==> src/rtl/clock_divider_mc.sv <==
// Multi-channel programmable clock divider with glitch-free bypass and phase-aligned restart.
// Optional macro CLK_DIV_ODD_DUTY50_EN adds a falling-edge flop giving 50% duty on odd ratios.
module clock_divider_mc #(
   parameter int NUM_CH  = 4,
   parameter int RATIO_W = 6
) (
   input  logic                      reference_clk,
   input  logic                      reset,
   input  logic [NUM_CH-1:0]         clk_divider_enable,
   input  logic [NUM_CH*RATIO_W-1:0] division_ratio,
   input  logic                      sync_restart,
   output logic [NUM_CH-1:0]         output_clk,
   output logic [NUM_CH-1:0]         div_active,
   output logic [NUM_CH-1:0]         ratio_applied
);

   typedef enum logic [1:0] {IDLE, RUN, STOPPING} ch_state_t;

   for (genvar i = 0; i < NUM_CH; i++) begin : g_ch
      ch_state_t          state, state_n;
      logic [RATIO_W-1:0] counter, counter_n;
      logic [RATIO_W-1:0] shadow, shadow_n;
      logic [RATIO_W-1:0] ratio_in;
      logic               applied, applied_n;
      logic               bypass, wrap, reload, div_hi, gate;
      logic [RATIO_W:0]   half;

      assign ratio_in = division_ratio[i*RATIO_W +: RATIO_W];
      assign bypass   = (shadow[RATIO_W-1:1] == '0);
      assign wrap     = bypass || (counter == shadow - 1'b1);
      assign reload   = wrap && (ratio_in != shadow);

`ifdef CLK_DIV_ODD_DUTY50_EN
      assign half = {1'b0, shadow} >> 1;
`else
      assign half = ({1'b0, shadow} + 1'b1) >> 1;
`endif
      assign div_hi = (state != IDLE) && !bypass && ({1'b0, counter} < half);

      always_comb begin
         state_n   = state;
         counter_n = counter;
         shadow_n  = shadow;
         applied_n = 1'b0;
         case (state)
            IDLE: begin
               shadow_n  = ratio_in;
               counter_n = '0;
               if (clk_divider_enable[i]) state_n = RUN;
            end
            RUN: begin
               counter_n = wrap ? '0 : counter + 1'b1;
               if (!clk_divider_enable[i]) state_n = wrap ? IDLE : STOPPING;
               // Restart wins over ratio sampling on the same edge
               if (sync_restart) begin
                  counter_n = '0;
               end else if (reload && clk_divider_enable[i]) begin
                  shadow_n  = ratio_in;
                  applied_n = 1'b1;
               end
            end
            STOPPING: begin
               counter_n = wrap ? '0 : counter + 1'b1;
               if (clk_divider_enable[i]) begin
                  state_n = RUN;
                  if (reload) begin
                     shadow_n  = ratio_in;
                     applied_n = 1'b1;
                  end
               end else if (wrap) begin
                  state_n = IDLE;
               end
            end
            default: state_n = IDLE;
         endcase
      end

      always_ff @(posedge reference_clk or negedge reset) begin
         if (!reset) begin
            state   <= IDLE;
            counter <= '0;
            shadow  <= '0;
            applied <= 1'b0;
         end else begin
            state   <= state_n;
            counter <= counter_n;
            shadow  <= shadow_n;
            applied <= applied_n;
         end
      end

      // Bypass gate only changes while reference_clk is low, so no runt pulses
      always_ff @(negedge reference_clk or negedge reset) begin
         if (!reset) gate <= 1'b0;
         else        gate <= bypass && (state != IDLE) && clk_divider_enable[i];
      end

`ifdef CLK_DIV_ODD_DUTY50_EN
      logic ext_hi;

      // Half-cycle extension of the high phase for odd ratios
      always_ff @(negedge reference_clk or negedge reset) begin
         if (!reset) ext_hi <= 1'b0;
         else        ext_hi <= div_hi & shadow[0];
      end

      assign output_clk[i] = gate ? reference_clk : (div_hi | ext_hi);
`else
      assign output_clk[i] = gate ? reference_clk : div_hi;
`endif
      assign div_active[i]    = (state != IDLE);
      assign ratio_applied[i] = applied;
   end

endmodule
==> config.mk <==
export PLATFORM = sky130hd
export DESIGN_NAME = clock_divider_mc
export DESIGN_NICKNAME = d
export VERILOG_FILES = /design/src/rtl/clock_divider_mc.sv
export SDC_FILE = /design/constraint.sdc
export NUM_CORES = 1
export LEC_CHECK = 0
export ABC_CLOCK_PERIOD_IN_PS = 3200
export CAP_MARGIN = 20
export CORE_AREA = 2 2 98 100
export DETAILED_ROUTE_END_ITERATION = 12
export DIE_AREA = 0 0 100 102
export HOLD_SLACK_MARGIN = 0.03
export PLACE_DENSITY = 0.8
export SKIP_LAST_GASP = 1
export SYNTH_ARGS = -nofsm -noshare
export SYNTH_HDL_FRONTEND = slang
export SYNTH_SLANG_ARGS = --single-unit
==> constraint.sdc <==
create_clock -name reference_clk -period 3.2 [get_ports reference_clk]
set_input_delay 0.64 -clock reference_clk [delete_from_list [all_inputs] [get_ports reference_clk]]
set_output_delay 0.64 -clock reference_clk [all_outputs]
set_load 0.01 [all_outputs]
==> impl_results.html, run 1 <==
<table>
<tr><th>Metric</th><th>Value</th></tr>
<tr><th colspan="2">Synthesis</th></tr>
<tr><td>Synth Net Count</td><td>between 600 and 700</td></tr>
<tr><td>Combinational family with the most area after synthesis</td><td>compound AO/OA/AOI/OAI gates</td></tr>
<tr><td>Main synth FF type</td><td>dfrtp_1</td></tr>
<tr><td>Compound-Gate Fraction of Synth Area</td><td>a little under a fifth</td></tr>
<tr><td>XOR/XNOR Fraction of Synth Area</td><td>a little over a tenth</td></tr>
<tr><td>Fraction of the mapped netlist area in simple logic gates</td><td>between 10% and 20%</td></tr>
<tr><td>Fraction of the yosys area taken by sequential cells</td><td>a little under a third</td></tr>
<tr><td>Number of enable flip-flop cells after synthesis</td><td>0</td></tr>
<tr><td>Synthesized instance count</td><td>slightly above 600</td></tr>
<tr><td>Post-Syn Area</td><td>5330 µm²</td></tr>
<tr><td>Proportion of synthesized flip-flops having asynchronous set or reset</td><td>100%</td></tr>
<tr><td>Post-synthesis average cell area</td><td>8.81 µm²</td></tr>
<tr><td>Warning count from the yosys run</td><td>0</td></tr>
<tr><td>Post-synthesis mux area share</td><td>5.28%</td></tr>
<tr><td>Seq cells post-synth</td><td>64</td></tr>
<tr><td>Adder-cell area share of the yosys netlist</td><td>about an eighth</td></tr>
<tr><td>Cell variety after synth</td><td>62</td></tr>
<tr><th colspan="2">Worst setup path</th></tr>
<tr><td>Reg2Reg Launch Point</td><td>g_ch[2].shadow[1]</td></tr>
<tr><td>Worst setup slack for register-to-register paths</td><td>approximately 0.090 ns</td></tr>
<tr><td>Worst Reg2Reg Path Length in Cells</td><td>3</td></tr>
<tr><td>Required time at the endpoint of the critical path</td><td>2.56 ns</td></tr>
<tr><td>Max Fanout on Critical Path</td><td>2</td></tr>
<tr><td>CP Capture Type</td><td>output port</td></tr>
<tr><td>Category of the worst setup path launch point</td><td>register</td></tr>
<tr><td>R2r endpoint</td><td>g_ch[2].gate</td></tr>
<tr><td>CP Data Arrival Time</td><td>2.98 ns</td></tr>
<tr><td>Critical path type</td><td>reg -&gt; out</td></tr>
<tr><th colspan="2">STA</th></tr>
<tr><td>Final setup violating endpoints</td><td>4</td></tr>
<tr><td>Final critical-path setup slack</td><td>-0.424 ns</td></tr>
<tr><td>Post-route worst hold slack</td><td>0.111 ns</td></tr>
<tr><td>Max_slew headroom</td><td>~58%</td></tr>
<tr><td>Slew @ Worst Pin</td><td>0.628 ns</td></tr>
<tr><td>Max-slew violations</td><td>0</td></tr>
<tr><td>Final worst clock skew</td><td>approximately 0.012 ns</td></tr>
<tr><td>RSZ-0062 raised after global routing</td><td>true</td></tr>
<tr><td>Count of endpoints failing hold in the final timing report</td><td>0</td></tr>
<tr><th colspan="2">Layout</th></tr>
<tr><td>Filler-free cell count of the finished design</td><td>778</td></tr>
<tr><td>Count of antenna diodes in the layout</td><td>0</td></tr>
<tr><td>Share of cells above drive strength 1</td><td>about an eighth</td></tr>
<tr><td>Cell area after layout</td><td>a little over 6000 µm²</td></tr>
<tr><td>Relative area change from synthesis to final layout</td><td>16.8%</td></tr>
<tr><td>Layout filler cell count</td><td>roughly 720</td></tr>
<tr><td>Total Nets Final</td><td>742</td></tr>
<tr><th colspan="2">Place</th></tr>
<tr><td>Port-buffer cells</td><td>42</td></tr>
<tr><td>Placed wire-length estimate after detailed placement</td><td>9050 µm</td></tr>
<tr><td>Inst Count DP</td><td>approximately 760</td></tr>
<tr><td>RD Place Congestion</td><td>0.874</td></tr>
<tr><td>Placed cell area</td><td>between 5000 and 6000 µm²</td></tr>
<tr><td>Worst-case setup slack after placement</td><td>-0.251 ns</td></tr>
<tr><th colspan="2">GRT</th></tr>
<tr><td>Overflow left after global routing</td><td>0</td></tr>
<tr><td>Global-route wire length before repair</td><td>about 21000 µm</td></tr>
<tr><td>Total routing usage reported by global routing</td><td>about 26%</td></tr>
<tr><td>Largest net degree at the start of global routing</td><td>37</td></tr>
<tr><td>Vias in the first global route</td><td>around 4700</td></tr>
<tr><td>Initial antenna violation count</td><td>0</td></tr>
<tr><th colspan="2">CTS</th></tr>
<tr><td>Clock latency at the later pin of the worst-skew pair</td><td>about 0.46 ns</td></tr>
<tr><td>Clock tree from TritonCTS</td><td>yes</td></tr>
<tr><td>CTS Hold Buffers Added</td><td>0</td></tr>
<tr><td>Clock-pin slew of the registers on the worst-case setup and hold paths</td><td>approximately 0.080 ns</td></tr>
<tr><th colspan="2">Floorplan</th></tr>
<tr><td>IO Count</td><td>between 40 and 50</td></tr>
<tr><td>DIE AREA</td><td>approximately 10000 µm²</td></tr>
<tr><td>Count of standard-cell rows</td><td>35</td></tr>
<tr><td>DIE HEIGHT</td><td>about 100 µm</td></tr>
<tr><td>Initial standard-cell utilization of the core</td><td>between 50 and 60%</td></tr>
<tr><td>Horizontal extent of the die</td><td>100 µm</td></tr>
<tr><td>Floorplan core area</td><td>approximately 9000 µm²</td></tr>
<tr><th colspan="2">Pwr</th></tr>
<tr><td>Maximum ir drop on the vdd rail</td><td>0.000564 V</td></tr>
<tr><td>Cell area power density</td><td>between 900 and 1000 nW/µm²</td></tr>
<tr><td>Leakage dissipation</td><td>2.87 nW</td></tr>
<tr><th colspan="2">Detailed routing</th></tr>
<tr><td>Wire per inst</td><td>15.5 µm</td></tr>
<tr><td>Total vias in the final route</td><td>4673</td></tr>
<tr><td>Number of detailed-routing iterations run before antenna repair</td><td>4</td></tr>
<tr><td>1st-iter DRT viols</td><td>156</td></tr>
<tr><td>Total DRC errors in the routed layout</td><td>0</td></tr>
<tr><td>Total detailed-routing wirelength</td><td>between 10000 and 15000 µm</td></tr>
<tr><td>Antenna viol nets, final</td><td>0</td></tr>
<tr><td>Average via count per standard cell</td><td>approximately 6</td></tr>
<tr><th colspan="2">Outcome</th></tr>
<tr><td>Run status</td><td>finished with violations</td></tr>
<tr><td>Violated checks</td><td>setup timing</td></tr>
<tr><th colspan="2">Job</th></tr>
<tr><td>Number of maximum-capacitance constraint violations</td><td>0</td></tr>
<tr><th colspan="2">Hold path</th></tr>
<tr><td>Path class of the lowest-slack min-delay path</td><td>in -&gt; async</td></tr>
</table>
report_power, final:
part           internal [mW]  switching [mW]
combinational           1.60            1.70
sequential              1.04           0.287
clock                  0.550           0.461
total                   3.19            2.45
timing repair:
| item | in CTS | in global routing |
|---|---|---|
| setup endpoints to repair | 4 | 4 |
| gates resized for setup | 21 | 0 |
| buffers inserted | 0 | 0 |
| hold endpoints to repair | 0 | 0 |
per-layer routing:
metal / wire length [µm] / GRT usage (%)
met1: 5240 / 31.2
met2: 5890 / 43.6
met3: 696 / 7.66
met4: 214 / 10.2
met5: 0 / 0
final cells by class:
type / count / area [µm²] / share of cell area (%)
clock buffers: 20 / 220 / 3.54
flip-flops and latches: 64 / 1600 / 25.7
repair buffers: 71 / 623 / 10.0
well taps: 111 / 139 / 2.23
inverters: 35 / 131 / 2.11
clock inverters: 5 / 56.3 / 0.905
multi-input cells: 472 / 3450 / 55.5
cells by family after synthesis:
kind of cell    count (synthesis)
compound gates                138
xor+xnor                       66
fa+ha+maj                      50
buf+inv                        69
flops                          64
mux                            26
simple gates                  192
stage by stage:
| step | setup TNS (ns) | utilization (%) | power (mW) |
|---|---|---|---|
| after CTS | -1.65 | 68.3 | 5.65 |
| after floorplan | 0 | - | 3.82 |
| after global routing | -1.96 | 68.3 | 6.14 |
| after detailed placement | -0.971 | 65.7 | 4.76 |
| after global placement | -0.918 | 65.7 | 4.58 |
| final | -1.53 | 68.3 | 5.64 |
worst max-delay path by stage:
stage / slack [ns] / cells past startpoint / from / end
2_1_floorplan: 0.10 / 4 / g_ch[0].shadow[3] / g_ch[0].gate
3_3_place_gp: -0.23 / 4 / g_ch[1].gate / output_clk[1]
3_5_place_dp: -0.25 / 4 / g_ch[3].gate / output_clk[3]
4_1_cts: -0.45 / 4 / g_ch[2].gate / output_clk[2]
5_1_grt: -0.53 / 4 / g_ch[2].gate / output_clk[2]
6_report: -0.42 / 4 / g_ch[2].gate / output_clk[2]
synth_stat cells (2+ instances only):
master	number	area share, %
nand3_1	36	3.4
clkbuf_1	29	2.0
or3_1	7	0.82
ha_1	50	12
o211ai_1	9	1.3
nor4b_1	2	0.33
o21ai_0	16	1.5
or4_1	2	0.28
nand2b_1	15	1.8
dfrtn_1	4	1.9
and3_1	13	1.5
or2_2	3	0.35
a41oi_1	2	0.33
mux2_2	12	2.5
o2bb2ai_1	4	0.66
a211oi_1	3	0.42
o31ai_1	7	0.99
nor3_1	20	1.9
inv_1	35	2.5
xnor2_1	36	5.9
nand2_1	41	2.9
a221oi_1	6	0.99
buf_4	4	0.56
xor2_1	30	4.9
o21ai_1	11	1.0
a31o_2	2	0.33
o22ai_1	6	0.70
a21oi_1	16	1.5
and2_1	2	0.23
mux2_1	5	1.1
nor2_1	29	2.0
nor2b_1	9	1.1
o21bai_1	2	0.28
a2bb2oi_1	2	0.33
nor4_1	4	0.47
a41o_1	2	0.38
a21o_1	25	3.5
nor3b_1	3	0.42
a31oi_1	11	1.3
mux2i_1	9	1.7
dfrtp_1	60	28
flip-flops by register name, summed over array words and instances (netlist names):
signal	count
g_ch.counter	24
g_ch.shadow	24
g_ch.state	8
g_ch.applied	4
g_ch.gate	4
cell usage in the layout (no fill, tap or decap), types with 11 or more instances in the layout:
master           Yosys  routed
dfrtp_1             60      60
ha_1                50      50
nand2_1             41      41
clkdlybuf4s50_1      0      37
nand3_1             36      36
xnor2_1             36      36
buf_4                4      33
inv_1               35      31
xor2_1              30      30
nor2_1              29      29
a21o_1              25      25
nor3_1              20      20
a21oi_1             16      16
o21ai_0             16      15
nand2b_1            15      15
clkbuf_8             0      14
and3_1              13      13
o21ai_1             11      12
mux2_2              12      12
a31oi_1             11      11
worst max-delay path, stage by stage, from the launching register on:
cell	delay, ns
dfrtn_1	0.40
inv_2	0.04
mux2i_1	0.12
a31oi_1	0.20
buf_2	0.17
Power figures use the tool's default switching activity.
==> run 2, diff against run 1 <==
--- a/config.mk
+++ b/config.mk
@@ -7,9 +7,11 @@
 export LEC_CHECK = 0
 export ABC_CLOCK_PERIOD_IN_PS = 3200
 export CAP_MARGIN = 20
-export CORE_AREA = 2 2 98 100
+export CORE_AREA = 2 2 83 117
+export CTS_CLUSTER_DIAMETER = 40
 export DETAILED_ROUTE_END_ITERATION = 12
-export DIE_AREA = 0 0 100 102
+export DIE_AREA = 0 0 85 119
+export GPL_TIMING_DRIVEN = 0
 export HOLD_SLACK_MARGIN = 0.03
 export PLACE_DENSITY = 0.8
 export SKIP_LAST_GASP = 1
==> run 2 against run 1 <==
  * The run still ends with setup timing left
  * Critical path type unchanged
  * Combinational power decreased by 2%
  * Non-clock buffer count is 2 lower
  * Critical path depth stayed put
  * Sequential power shrank 5%
  * Global-route usage down 1.3 points
  * Flip-flop and latch count unchanged
==> impl_results.html, run 2 (synthesis results as in run 1) <==
<table>
<tr><th>Metric</th><th>Value</th></tr>
<tr><th colspan="2">Outcome</th></tr>
<tr><td>Run status</td><td>finished with violations (unchanged)</td></tr>
<tr><td>Violated checks</td><td>setup timing (unchanged)</td></tr>
<tr><th colspan="2">Floorplan</th></tr>
<tr><td>DIE AREA</td><td>10100 µm² (was 10200 µm²)</td></tr>
<tr><td>DIE HEIGHT</td><td>119 µm (was 102 µm)</td></tr>
<tr><td>Count of standard-cell rows</td><td>42 (was 35)</td></tr>
<tr><td>IO Count</td><td>43 (unchanged)</td></tr>
<tr><td>Horizontal extent of the die</td><td>85 µm (was 100 µm)</td></tr>
<tr><td>Initial standard-cell utilization of the core</td><td>57.9% (was 58.5%)</td></tr>
<tr><td>Floorplan core area</td><td>9200 µm² (was 9110 µm²)</td></tr>
<tr><th colspan="2">Pwr</th></tr>
<tr><td>Cell area power density</td><td>926 nW/µm² (was 906 nW/µm²)</td></tr>
<tr><td>Leakage dissipation</td><td>2.82 nW (was 2.87 nW)</td></tr>
<tr><td>Maximum ir drop on the vdd rail</td><td>0.000511 V (was 0.000564 V)</td></tr>
<tr><td>Final total power</td><td>5.77 mW (was 5.64 mW)</td></tr>
<tr><th colspan="2">STA</th></tr>
<tr><td>Max-slew violations</td><td>0 (unchanged)</td></tr>
<tr><td>Final critical-path setup slack</td><td>-0.383 ns (was -0.424 ns)</td></tr>
<tr><td>RSZ-0062 raised after global routing</td><td>true (unchanged)</td></tr>
<tr><td>Final setup violating endpoints</td><td>4 (unchanged)</td></tr>
<tr><td>Count of endpoints failing hold in the final timing report</td><td>0 (unchanged)</td></tr>
<tr><td>Max_slew headroom</td><td>45.1% (was 58.1%)</td></tr>
<tr><td>Final worst clock skew</td><td>0.0285 ns (was 0.0119 ns)</td></tr>
<tr><td>Fin Setup TNS</td><td>-1.48 ns (was -1.53 ns)</td></tr>
<tr><td>Post-route worst hold slack</td><td>0.279 ns (was 0.111 ns)</td></tr>
<tr><td>Slew @ Worst Pin</td><td>0.823 ns (was 0.628 ns)</td></tr>
<tr><th colspan="2">Detailed routing</th></tr>
<tr><td>Total vias in the final route</td><td>4630 (was 4673)</td></tr>
<tr><td>Number of detailed-routing iterations run before antenna repair</td><td>5 (was 4)</td></tr>
<tr><td>Antenna viol nets, final</td><td>0 (unchanged)</td></tr>
<tr><td>Wire per inst</td><td>15.1 µm (was 15.5 µm)</td></tr>
<tr><td>1st-iter DRT viols</td><td>192 (was 156)</td></tr>
<tr><td>Total detailed-routing wirelength</td><td>11700 µm (was 12000 µm)</td></tr>
<tr><td>Total DRC errors in the routed layout</td><td>0 (unchanged)</td></tr>
<tr><td>Average via count per standard cell</td><td>5.97 (was 6.01)</td></tr>
<tr><th colspan="2">GRT</th></tr>
<tr><td>Overflow left after global routing</td><td>0 (unchanged)</td></tr>
<tr><td>Largest net degree at the start of global routing</td><td>65 (was 37)</td></tr>
<tr><td>Global-route wire length before repair</td><td>20400 µm (was 21100 µm)</td></tr>
<tr><td>Initial antenna violation count</td><td>0 (unchanged)</td></tr>
<tr><td>Vias in the first global route</td><td>4649 (was 4719)</td></tr>
<tr><td>Total routing usage reported by global routing</td><td>24.4% (was 25.8%)</td></tr>
<tr><th colspan="2">Worst setup path</th></tr>
<tr><td>CP Data Arrival Time</td><td>2.94 ns (was 2.98 ns)</td></tr>
<tr><td>Critical path type</td><td>reg -&gt; out (unchanged)</td></tr>
<tr><td>Slowest library cell on the worst path</td><td>dfrtn_1 (unchanged)</td></tr>
<tr><td>CP Capture Type</td><td>output port (unchanged)</td></tr>
<tr><td>Max incr delay on CP</td><td>0.40 ns (about the same)</td></tr>
<tr><td>Cells along the critical path</td><td>inv_2, mux2i_1, a31oi_1, buf_2 (unchanged)</td></tr>
<tr><td>Required time at the endpoint of the critical path</td><td>2.56 ns (about the same)</td></tr>
<tr><td>Max Fanout on Critical Path</td><td>2 (unchanged)</td></tr>
<tr><td>Worst Reg2Reg Path Length in Cells</td><td>3 (unchanged)</td></tr>
<tr><td>Category of the worst setup path launch point</td><td>register (unchanged)</td></tr>
<tr><th colspan="2">CTS</th></tr>
<tr><td>Clock-pin slew of the registers on the worst-case setup and hold paths</td><td>0.05 ns (was 0.08 ns)</td></tr>
<tr><td>Clock tree from TritonCTS</td><td>yes (unchanged)</td></tr>
<tr><td>Clock latency at the later pin of the worst-skew pair</td><td>0.47 ns (was 0.46 ns)</td></tr>
<tr><td>Total setup buffers inserted after CTS</td><td>0 (unchanged)</td></tr>
<tr><td>CTS Hold Buffers Added</td><td>0 (unchanged)</td></tr>
<tr><th colspan="2">Layout</th></tr>
<tr><td>Total Nets Final</td><td>740 (was 742)</td></tr>
<tr><td>Count of antenna diodes in the layout</td><td>0 (unchanged)</td></tr>
<tr><td>Cell area after layout</td><td>6230 µm² (was 6220 µm²)</td></tr>
<tr><td>Multi-input gate area in the final layout</td><td>3480 µm² (was 3450 µm²)</td></tr>
<tr><td>Most frequent standard cell in the layout excluding fill and tap cells</td><td>dfrtp_1 (unchanged)</td></tr>
<tr><td>Utilization of the core after routing</td><td>67.7% (was 68.3%)</td></tr>
<tr><td>Layout filler cell count</td><td>754 (was 722)</td></tr>
<tr><td>Share of cells above drive strength 1</td><td>8.42% (was 12.6%)</td></tr>
<tr><td>Sequential cell area</td><td>1600 µm² (unchanged)</td></tr>
<tr><td>Most frequent cells in the layout</td><td>dfrtp_1 (60), ha_1 (50), nand2_1 (41) (unchanged)</td></tr>
<tr><td>Relative area change from synthesis to final layout</td><td>16.9% (was 16.8%)</td></tr>
<tr><td>Top Registers</td><td>g_ch.counter (24), g_ch.shadow (24), g_ch.state (8) (unchanged)</td></tr>
<tr><th colspan="2">Place</th></tr>
<tr><td>Placed wire-length estimate after detailed placement</td><td>8410 µm (was 9050 µm)</td></tr>
<tr><td>RD Place Congestion</td><td>0.881 (was 0.874)</td></tr>
<tr><td>Port-buffer cells</td><td>41 (was 42)</td></tr>
<tr><td>Placed cell area</td><td>5870 µm² (was 5990 µm²)</td></tr>
<tr><th colspan="2">Hold path</th></tr>
<tr><td>Path class of the lowest-slack min-delay path</td><td>in -&gt; async (unchanged)</td></tr>
<tr><th colspan="2">Job</th></tr>
<tr><td>Number of maximum-capacitance constraint violations</td><td>0 (unchanged)</td></tr>
</table>
==> run 2: changes by cell type in the layout (fill, tap and decap cells not counted), moves of 13 or more <==
cell       previous run  this run
clkbuf_1              2        34
buf_4                33         5
clkbuf_8             14         0
clkbuf_16             0        13
==> run 2: layout make-up <==
type	instances	area share, %
Clock buffer	24	5.97
Timing Repair Buffer	37	5.91
Tap cell	110	2.21
Inverter	35	2.11
Buffer	32	2.19
Sequential cell	64	25.7
Clock inverter	1	0.0804
Multi-Input combinational cell	472	55.8
==> run 2: critical path, delay by kind of cell (launching register included) <==
| kind | cells | cell delay, ns |
|---|---|---|
| muxes | 1 | 0.10 |
| DFF | 1 | 0.40 |
| AOI/OAI and AO/OA | 1 | 0.16 |
| buffers and inverters | 2 | 0.21 |
==> run 2: timing repair <==
item | CTS | global route
endpoints found under the hold margin | 0 | 0
endpoints found under the setup margin | 5 | 14
pin swaps | 0 | 0
gates cloned | 0 | 0
gates resized for setup | 22 | 5
==> run 2: routing by layer <==
metal  global-route usage (%)  part of all wire [%]  up-vias
li1                         -                     -     2268
met1                     29.4                    42     2223
met2                     40.7                    51      106
met3                     5.54                   4.2       33
met4                     12.0                   2.6        0
met5                        0                     0        -
==> run 2: final timing paths <==
check | start | to | slack, ns
setup / recovery | g_ch[2].gate | output_clk[2] | -0.38
hold / removal | reset | g_ch[1].counter[4] | 0.28
setup reg to reg | g_ch[2].shadow[1] | g_ch[2].gate | 0.13
hold reg to reg | g_ch[1].state[1] | g_ch[1].state[1] | 0.57
max in group asynchronous | reset | g_ch[0].gate | 0.88
min in group reference_clk | g_ch[1].state[1] | g_ch[1].state[1] | 0.57
==> run 2: stage by stage <==
stage / setup slack [ns] / cells
floorplan: 0.101 / 605
global placement: -2.21 / 756
detailed placement: -0.258 / 756
CTS: -0.416 / 776
global route: -0.456 / 775
finish: -0.383 / 775
==> run 2: power breakdown <==
group / total, mW / switching [mW] / internal (mW)
Combinational: 3.22 / 1.76 / 1.46
Sequential: 1.27 / 0.232 / 1.04
Clock: 1.27 / 0.473 / 0.801
Total: 5.77 / 2.47 / 3.30
==> run 3, diff against run 2 <==
--- a/config.mk
+++ b/config.mk
@@ -6,7 +6,7 @@
 export NUM_CORES = 1
 export LEC_CHECK = 0
 export ABC_CLOCK_PERIOD_IN_PS = 3200
-export CAP_MARGIN = 20
+export CAP_MARGIN = 0
 export CORE_AREA = 2 2 83 117
 export CTS_CLUSTER_DIAMETER = 40
 export DETAILED_ROUTE_END_ITERATION = 12
==> results of run 3 <==
No change in the layout: final DEF, timing and power equal those of run 2.
